--- src/rtl/cdc_pkg.sv ---
// Shared definitions for the toggle req/ack clock-domain crossing.
package cdc_pkg;

  typedef enum logic {
    ST_IDLE     = 1'b0,
    ST_WAIT_ACK = 1'b1
  } state_e;

  // Bits needed to hold values 0..value-1 (value >= 2 gives at least 1).
  function automatic int clog2(input int value);
    int result;
    result = 0;
    for (int v = value - 1; v > 0; v = v >> 1) begin
      result = result + 1;
    end
    return result;
  endfunction

endpackage

--- src/rtl/sync_ff_chain.sv ---
// Multi-flop synchronizer for a single asynchronous bit.
module sync_ff_chain #(
  parameter int STAGES = 2
) (
  input  logic clk_i,
  input  logic rst_i,
  input  logic d_i,
  output logic q_o
);

  logic [STAGES-1:0] sync_q;

  // Shift the asynchronous input through the flop chain; the first flop may go metastable.
  always_ff @(posedge clk_i) begin
    if (rst_i) begin
      sync_q <= '0;
    end else begin
      sync_q <= {sync_q[STAGES-2:0], d_i};
    end
  end

  assign q_o = sync_q[STAGES-1];

endmodule

--- src/rtl/cdc_handshake_sender.sv ---
// Source-domain end of a two-phase (toggle) req/ack crossing for multi-bit words.
// A word accepted on din_valid_i/din_ready_o is parked on dout_o, req_o flips, and
// the sender waits until the synchronized ack level matches req_o again.
// Optional feature macro: CDC_HS_TIMEOUT_EN adds a sticky timeout_err_o after
// TIMEOUT cycles in WAIT_ACK; without it timeout_err_o is tied low.
module cdc_handshake_sender
  import cdc_pkg::*;
#(
  parameter int DATA_W  = 8,
  parameter int STAGES  = 2,
  parameter int TIMEOUT = 1024
) (
  input  logic              clk_i,
  input  logic              rst_i,
  input  logic [DATA_W-1:0] din_i,
  input  logic              din_valid_i,
  output logic              din_ready_o,
  output logic [DATA_W-1:0] dout_o,
  output logic              req_o,
  input  logic              ack_i,
  output logic              sent_o,
  output logic              timeout_err_o
);

  if (DATA_W < 1) begin : g_bad_data_w
    $error("DATA_W must be >= 1");
  end
  if (STAGES < 2) begin : g_bad_stages
    $error("STAGES must be >= 2");
  end
  if (TIMEOUT < 1) begin : g_bad_timeout
    $error("TIMEOUT must be >= 1");
  end

  state_e            state_q, state_d;
  logic              req_q, req_d;
  logic [DATA_W-1:0] dout_q, dout_d;
  logic              sent_q, sent_d;
  logic              ack_s;
  logic              xfer;

  // Raw ack is asynchronous; only the synchronized copy is ever used.
  sync_ff_chain #(.STAGES(STAGES)) u_ack_sync (
    .clk_i (clk_i),
    .rst_i (rst_i),
    .d_i   (ack_i),
    .q_o   (ack_s)
  );

  assign din_ready_o = (state_q == ST_IDLE);
  assign xfer        = din_valid_i & din_ready_o;

  // Next-state logic: launch a word from IDLE, complete when ack level catches up with req.
  always_comb begin
    state_d = state_q;
    req_d   = req_q;
    dout_d  = dout_q;
    sent_d  = 1'b0;
    unique case (state_q)
      ST_IDLE: begin
        // An ack toggle seen here is a protocol error and is deliberately ignored.
        if (din_valid_i) begin
          dout_d  = din_i;
          req_d   = ~req_q;
          state_d = ST_WAIT_ACK;
        end
      end
      ST_WAIT_ACK: begin
        if (ack_s == req_q) begin
          state_d = ST_IDLE;
          sent_d  = 1'b1;
        end
      end
      default: state_d = ST_IDLE;
    endcase
  end

  // State, request level and held data bus; reset aborts any word in flight.
  always_ff @(posedge clk_i) begin
    if (rst_i) begin
      state_q <= ST_IDLE;
      req_q   <= 1'b0;
      dout_q  <= '0;
      sent_q  <= 1'b0;
    end else begin
      state_q <= state_d;
      req_q   <= req_d;
      dout_q  <= dout_d;
      sent_q  <= sent_d;
    end
  end

  assign req_o  = req_q;
  assign dout_o = dout_q;
  assign sent_o = sent_q;

`ifdef CDC_HS_TIMEOUT_EN
  localparam int               CNT_W   = clog2(TIMEOUT + 1);
  localparam logic [CNT_W-1:0] CNT_MAX = CNT_W'(TIMEOUT);

  logic [CNT_W-1:0] cnt_q, cnt_d;
  logic             err_q, err_d;

  // Count WAIT_ACK cycles from zero on each launch; saturate and latch the error at TIMEOUT.
  always_comb begin
    cnt_d = cnt_q;
    err_d = err_q;
    if (state_q == ST_IDLE) begin
      if (xfer) begin
        cnt_d = '0;
      end
    end else if (cnt_q != CNT_MAX) begin
      cnt_d = cnt_q + 1'b1;
      if (cnt_d == CNT_MAX) begin
        err_d = 1'b1;
      end
    end
  end

  // Timeout counter and sticky error flag.
  always_ff @(posedge clk_i) begin
    if (rst_i) begin
      cnt_q <= '0;
      err_q <= 1'b0;
    end else begin
      cnt_q <= cnt_d;
      err_q <= err_d;
    end
  end

  assign timeout_err_o = err_q;
`else
  assign timeout_err_o = 1'b0;
`endif

endmodule

--- config.mk ---
export PLATFORM = sky130hd
export DESIGN_NAME = cdc_handshake_sender
export DESIGN_NICKNAME = d
export VERILOG_FILES = /design/src/rtl/cdc_pkg.sv /design/src/rtl/sync_ff_chain.sv /design/src/rtl/cdc_handshake_sender.sv
export SDC_FILE = /design/constraint.sdc
export NUM_CORES = 1
export LEC_CHECK = 0
export CAP_MARGIN = 0
export CORE_AREA = 5 5 42 44
export CTS_CLUSTER_DIAMETER = 100
export CTS_CLUSTER_SIZE = 40
export DETAILED_ROUTE_END_ITERATION = 16
export DIE_AREA = 0 0 47 49
export DONT_BUFFER_PORTS = 1
export GPL_TIMING_DRIVEN = 1
export SYNTH_ARGS = -nofsm -noshare
export SYNTH_HDL_FRONTEND = slang
export SYNTH_SLANG_ARGS = --single-unit
--- constraint.sdc ---
create_clock -name clk_i -period 1.5 [get_ports clk_i]
set_input_delay 0.075 -clock clk_i [delete_from_list [all_inputs] [get_ports clk_i]]
set_output_delay 0.075 -clock clk_i [all_outputs]
set_load 0.1 [all_outputs]
Word-level counts from Yosys, hierarchy flattened
Index checks and enable logic that the tools add are counted.
{"block": "totals", "regBits": 13, "word_cells": 14, "output_inout_bits": 12, "in_bits": 12}
{"block": "op_classes", "reduce_logical": 2, "mux": 4, "bitwise": 2, "eq_ne": 1}
{"op": "$mux W1", "count": 3}
{"op": "$not A1 Y1", "count": 2}
{"op": "$pmux W1 S2", "count": 1}
{"op": "$reduce_and A2 Y1", "count": 1}
{"op": "$reduce_or A2 Y1", "count": 1}
{"op": "$eq A1 B1 Y1", "count": 1}

Longest topological paths before layout
{"block": "logic_depth", "ltp_word": 3, "mapped_depth": 4}

Modules after synthesis
Synthesis repeated with hierarchy kept, for this count alone.
{"block": "unflattened", "cells_unflattened": 53, "area_unflattened_um2": 451.7}
{"module": "cdc_handshake_sender", "area_each_um2": 399.1, "cells_each": 49, "instances": 1}
{"module": "sync_ff_chain", "area_each_um2": 52.6, "cells_each": 4, "instances": 1}

Worst setup path after synthesis
OpenSTA, ideal clock, no wires.
{"block": "synth_timing", "kind": "reg-to-reg", "from": "register req_q, in the netlist req_o", "to": "register state_q", "path_stages_with_launch": 4, "path_slack_ns": 0.019, "n_path_buf": 0, "period_less_slack_ns": 1.481, "setup_time_ns": 0.128, "arrival_ns": 1.354, "cell_sequence": "dfxtp_1 xor2_1 a21oi_1 nor2_1"}
{"block": "synth_via", "elab_chain_len": 3}
{"item": "start: declaration", "line": "cdc_handshake_sender.sv:36", "rtl": "logic req_q, req_d;"}
{"item": "start signal: assignment", "line": "cdc_handshake_sender.sv:87", "rtl": "req_q <= req_d;"}
{"item": "$eq A1 B1 Y1", "line": "cdc_handshake_sender.sv:69", "rtl": "if (ack_s == req_q) begin"}
{"item": "$mux W1", "line": "cdc_handshake_sender.sv:69"}
{"item": "$pmux W1 S2", "line": "cdc_handshake_sender.sv:59", "rtl": "unique case (state_q)"}
{"item": "end signal: assignment", "line": "cdc_handshake_sender.sv:86", "rtl": "state_q <= state_d;"}
{"item": "end: declaration", "line": "cdc_handshake_sender.sv:35", "rtl": "state_e state_q, state_d;"}
Every way passes these cells.
A chain may end at the register's enable or synchronous reset.

Final worst setup path
{"block": "layout_timing", "from": "register state_q", "to": "register dout_q[4], in the netlist dout_o[4]"}
{"block": "layout_via", "elab_chain_len": 2}
{"item": "$not A1 Y1 (no line)"}
{"item": "$reduce_and A2 Y1 (no line)"}
{"item": "end signal: assignment", "line": "cdc_handshake_sender.sv:88", "rtl": "dout_q <= dout_d;"}
{"item": "end: declaration", "line": "cdc_handshake_sender.sv:37", "rtl": "logic [DATA_W-1:0] dout_q, dout_d;"}
Every way passes these cells.

==> run_results.csv <==
group,metric,value,unit
run_status,status,"finished, final reports clean",
placement,portBuffers,0,
power_and_ir_drop,p_leak,0.292,nW
power_and_ir_drop,internal-power,0.529,mW
clock_network,clock_latency,0.28,ns
min_path,min_path_type,"input pin to flop",
synth,syn-instance-count,53,
route,drt-pass1-iter-count,4,
synth,synth_top_flop_cell,"dfxtp_1",
cells_and_area,syn_to_final_growth,47.4,%
route,wirelength,1.04,mm
route,first_iter_violations,5,
global_route,antenna_found_initial,0,
power_and_ir_drop,switchingPower,0.339,mW
synth,ys_seq_area_frac,0.576,
placement,place_congestion,0.620,
setup_path,cp.arrival,1.28,ns
setup_path,rr_endpoint,"dout_o[4]$_SDFFE_PP0P_",
cells_and_area,antennaDiodeCount,0,
route,wl_per_cell,11.5,um
timing,period_minus_slack,1.07,ns
clock_network,cts_resized,0,
floorplanning,die-area,2300,um^2
min_path,hold_depth,3,
synth,synth_common_cells,"nand2_1, dfxtp_1, a21oi_1",
setup_path,critPathCaptureType,"flop",
setup_path,worst-setup-path-type,"flop to flop",
synth,synthMuxAreaShare,0,
synth,synth_fp_nets,65,
synth,synth_cell_type_count,14,
synth,syn-cell-area,452,um^2
min_path,hp-start,"din_valid_i",
clock_network,cts.sinks,13,
floorplanning,dieWidth,47,um
synth,synth_top_family_by_area,"simple AND/OR/NAND/NOR gates",
global_route,grt_pass1_wl,1.55,mm
placement,place_ws,0.470,ns
route,ant_nets,0,
floorplanning,num_rows,14,
setup_path,r2r-start,"state_q$_SDFF_PP0_",
setup_path,required,1.71,ns
synth,synth_edf_count,0,
synth,synth-seq-cells,13,
global_route,grt_usage,0.0984,
synth,synth_top_area_frac,0.576,
min_path,min_to,"dout_o[6]$_SDFFE_PP0P_",
clock_network,clkTransAtPathRegs,0.09,ns
setup_path,cp_max_fo,7,
floorplanning,chipHeight,49,um
global_route,first_global_vias,340,
cells_and_area,drive_gt1_frac,0.213,
timing,setup_viol,0,
power_and_ir_drop,power_density,1300,nW/um^2
cells_and_area,fin_util,0.475,
clock_network,cts_root_buf,"clkbuf_4",
timing,clock_skew,0.00226,ns
timing,slew_viol_final,0,
synth,synth_compound_area_frac,0.0997,
global_route,grt_max_degree,14,
synth,synth_top_area_cell,"dfxtp_1",
synth,yosysWarningCount,0,
route,drc,0,
synth,async_flop_share,0,
setup_path,cp-start-kind,"flop",
clock_network,hold_buffers,10,
floorplanning,coreArea,1400,um^2
power_and_ir_drop,combPwrFrac,0.299,
placement,dp.final_hpwl,688,um
cells_and_area,layout.nets,88,
setup_path,rr_worst_depth,4,
floorplanning,pin_count,24,
timing,fin_setup_tns,0,ns
route,via_per_inst,4.34,
synth,synth.avg_cell_area,8.52,um^2
power_and_ir_drop,swShare,0.390,
clock_network,cts_setup_buffers,0,
synth,yosys.area_share.simple,0.216,
power_and_ir_drop,clockPowerShare,0.263,
timing,rsz0062_at_grt,"no",
route,dr_total_vias,395,
timing,hold_viol_final,0,
clock_network,numCtsBuffers,3,
synth,synth_area_leaders,"dfxtp_1, nand2_1, a21oi_1, nor2b_1, buf_4",
timing,fmax,934,MHz
synth,yosysMostFrequentCell,"nand2_1",
power_and_ir_drop,irDropWorstVdd,0.000609,V
clock_network,cts_tree,"yes",
global_route,grt-ovfl-total,0,
setup_path,rrSetupSlack,0.43,ns
timing,post-route-period-util,0.713,
clock_network,htree_levels,1,
clock_network,clk_path_buf_depth,2,
flow_run,cap_violations,0,
power_and_ir_drop,power_frac_seq,0.438,
synth,synthXorXnorAreaFrac,0.0388,
timing,setup_slack,0.430,ns
floorplanning,start_util,0.322,
synth,synthAdderAreaFrac,0,
worst max-delay path by stage:
stage / end / slack [ns] / depth (start not counted) / startpoint
6_report: dout_o[4]$_SDFFE_PP0P_ / 0.43 / 4 / state_q$_SDFF_PP0_
5_1_grt: dout_o[4]$_SDFFE_PP0P_ / 0.29 / 4 / state_q$_SDFF_PP0_
4_1_cts: req_o / 0.42 / 1 / req_o$_SDFFE_PP0P_
3_5_place_dp: req_o$_SDFFE_PP0P_ / 0.47 / 4 / state_q$_SDFF_PP0_
3_3_place_gp: req_o$_SDFFE_PP0P_ / 0.52 / 4 / state_q$_SDFF_PP0_
2_1_floorplan: state_q$_SDFF_PP0_ / 0.02 / 3 / req_o$_SDFFE_PP0P_
state kept, by name, summed over array words and instances (netlist names):
signal	count
u_ack_sync.sync_q	2
sent_o	1
state_q	1
req_o	1
dout_o	8
worst max-delay path, cell delays in order (launching register included):
cell,delay [ns]
dfxtp_1,0.34
nor2b_1,0.23
buf_4,0.20
nand2_1,0.06
a21oi_1,0.16
power groups by stage:
stage	registers, mW	clock network [mW]	logic, mW
global placement	0.388	0	0.234
global route	0.384	0.262	0.270
finish	0.380	0.228	0.260
floorplan	0.515	0	0.0740
detailed placement	0.388	0	0.234
CTS	0.380	0.233	0.261
layout by cell type, fill, tap and decap left out:
cell | synthesis | layout
dfxtp_1 | 13 | 13
nand2_1 | 16 | 16
inv_1 | 1 | 1
nor2_1 | 2 | 2
nand2b_1 | 1 | 1
xor2_1 | 1 | 1
conb_1 | 1 | 1
nor3_1 | 1 | 1
buf_4 | 2 | 12
a21oi_1 | 9 | 9
clkbuf_4 | 0 | 3
dlygate4sd3_1 | 0 | 10
nor2b_1 | 3 | 3
clkinv_2 | 0 | 1
xnor2_1 | 1 | 1
area by class of cell:
type	count	area [um^2]
fillers	140	736
repair buffers	22	190
inverters	1	3.75
multi-input cells	35	164
clock inverters	1	5.00
flip-flops and latches	13	260
well taps	16	20.0
clock buffers	3	22.5
cell families after synthesis:
kind of cell,after synthesis
AND/OR/NAND/NOR,23
XOR/XNOR,2
other,1
AO/OA/AOI/OAI,9
buffers and inverters,5
flip-flops,13
per-stage QoR:
stage | hold slack, ns | instance area (um^2) | cells | total power, mW
5_1_grt | 0.0962 | 666 | 91 | 0.917
2_1_floorplan | 0.147 | 452 | 53 | 0.589
3_5_place_dp | 0.148 | 538 | 77 | 0.623
3_3_place_gp | 0.147 | 538 | 77 | 0.621
4_1_cts | 0.0881 | 666 | 91 | 0.874
6_report | 0.0966 | 666 | 91 | 0.868
metal layers:
metal	share of wire	GRT usage	wire, um	vias to the layer above
li1	-	-	-	208
met1	0.42	0.116	443	170
met2	0.45	0.131	468	15
met3	0.11	0.0517	117	2
met4	0.013	0.0691	14	0
met5	0	0	0	-
Note: power is estimated with default switching activity, not from simulation.
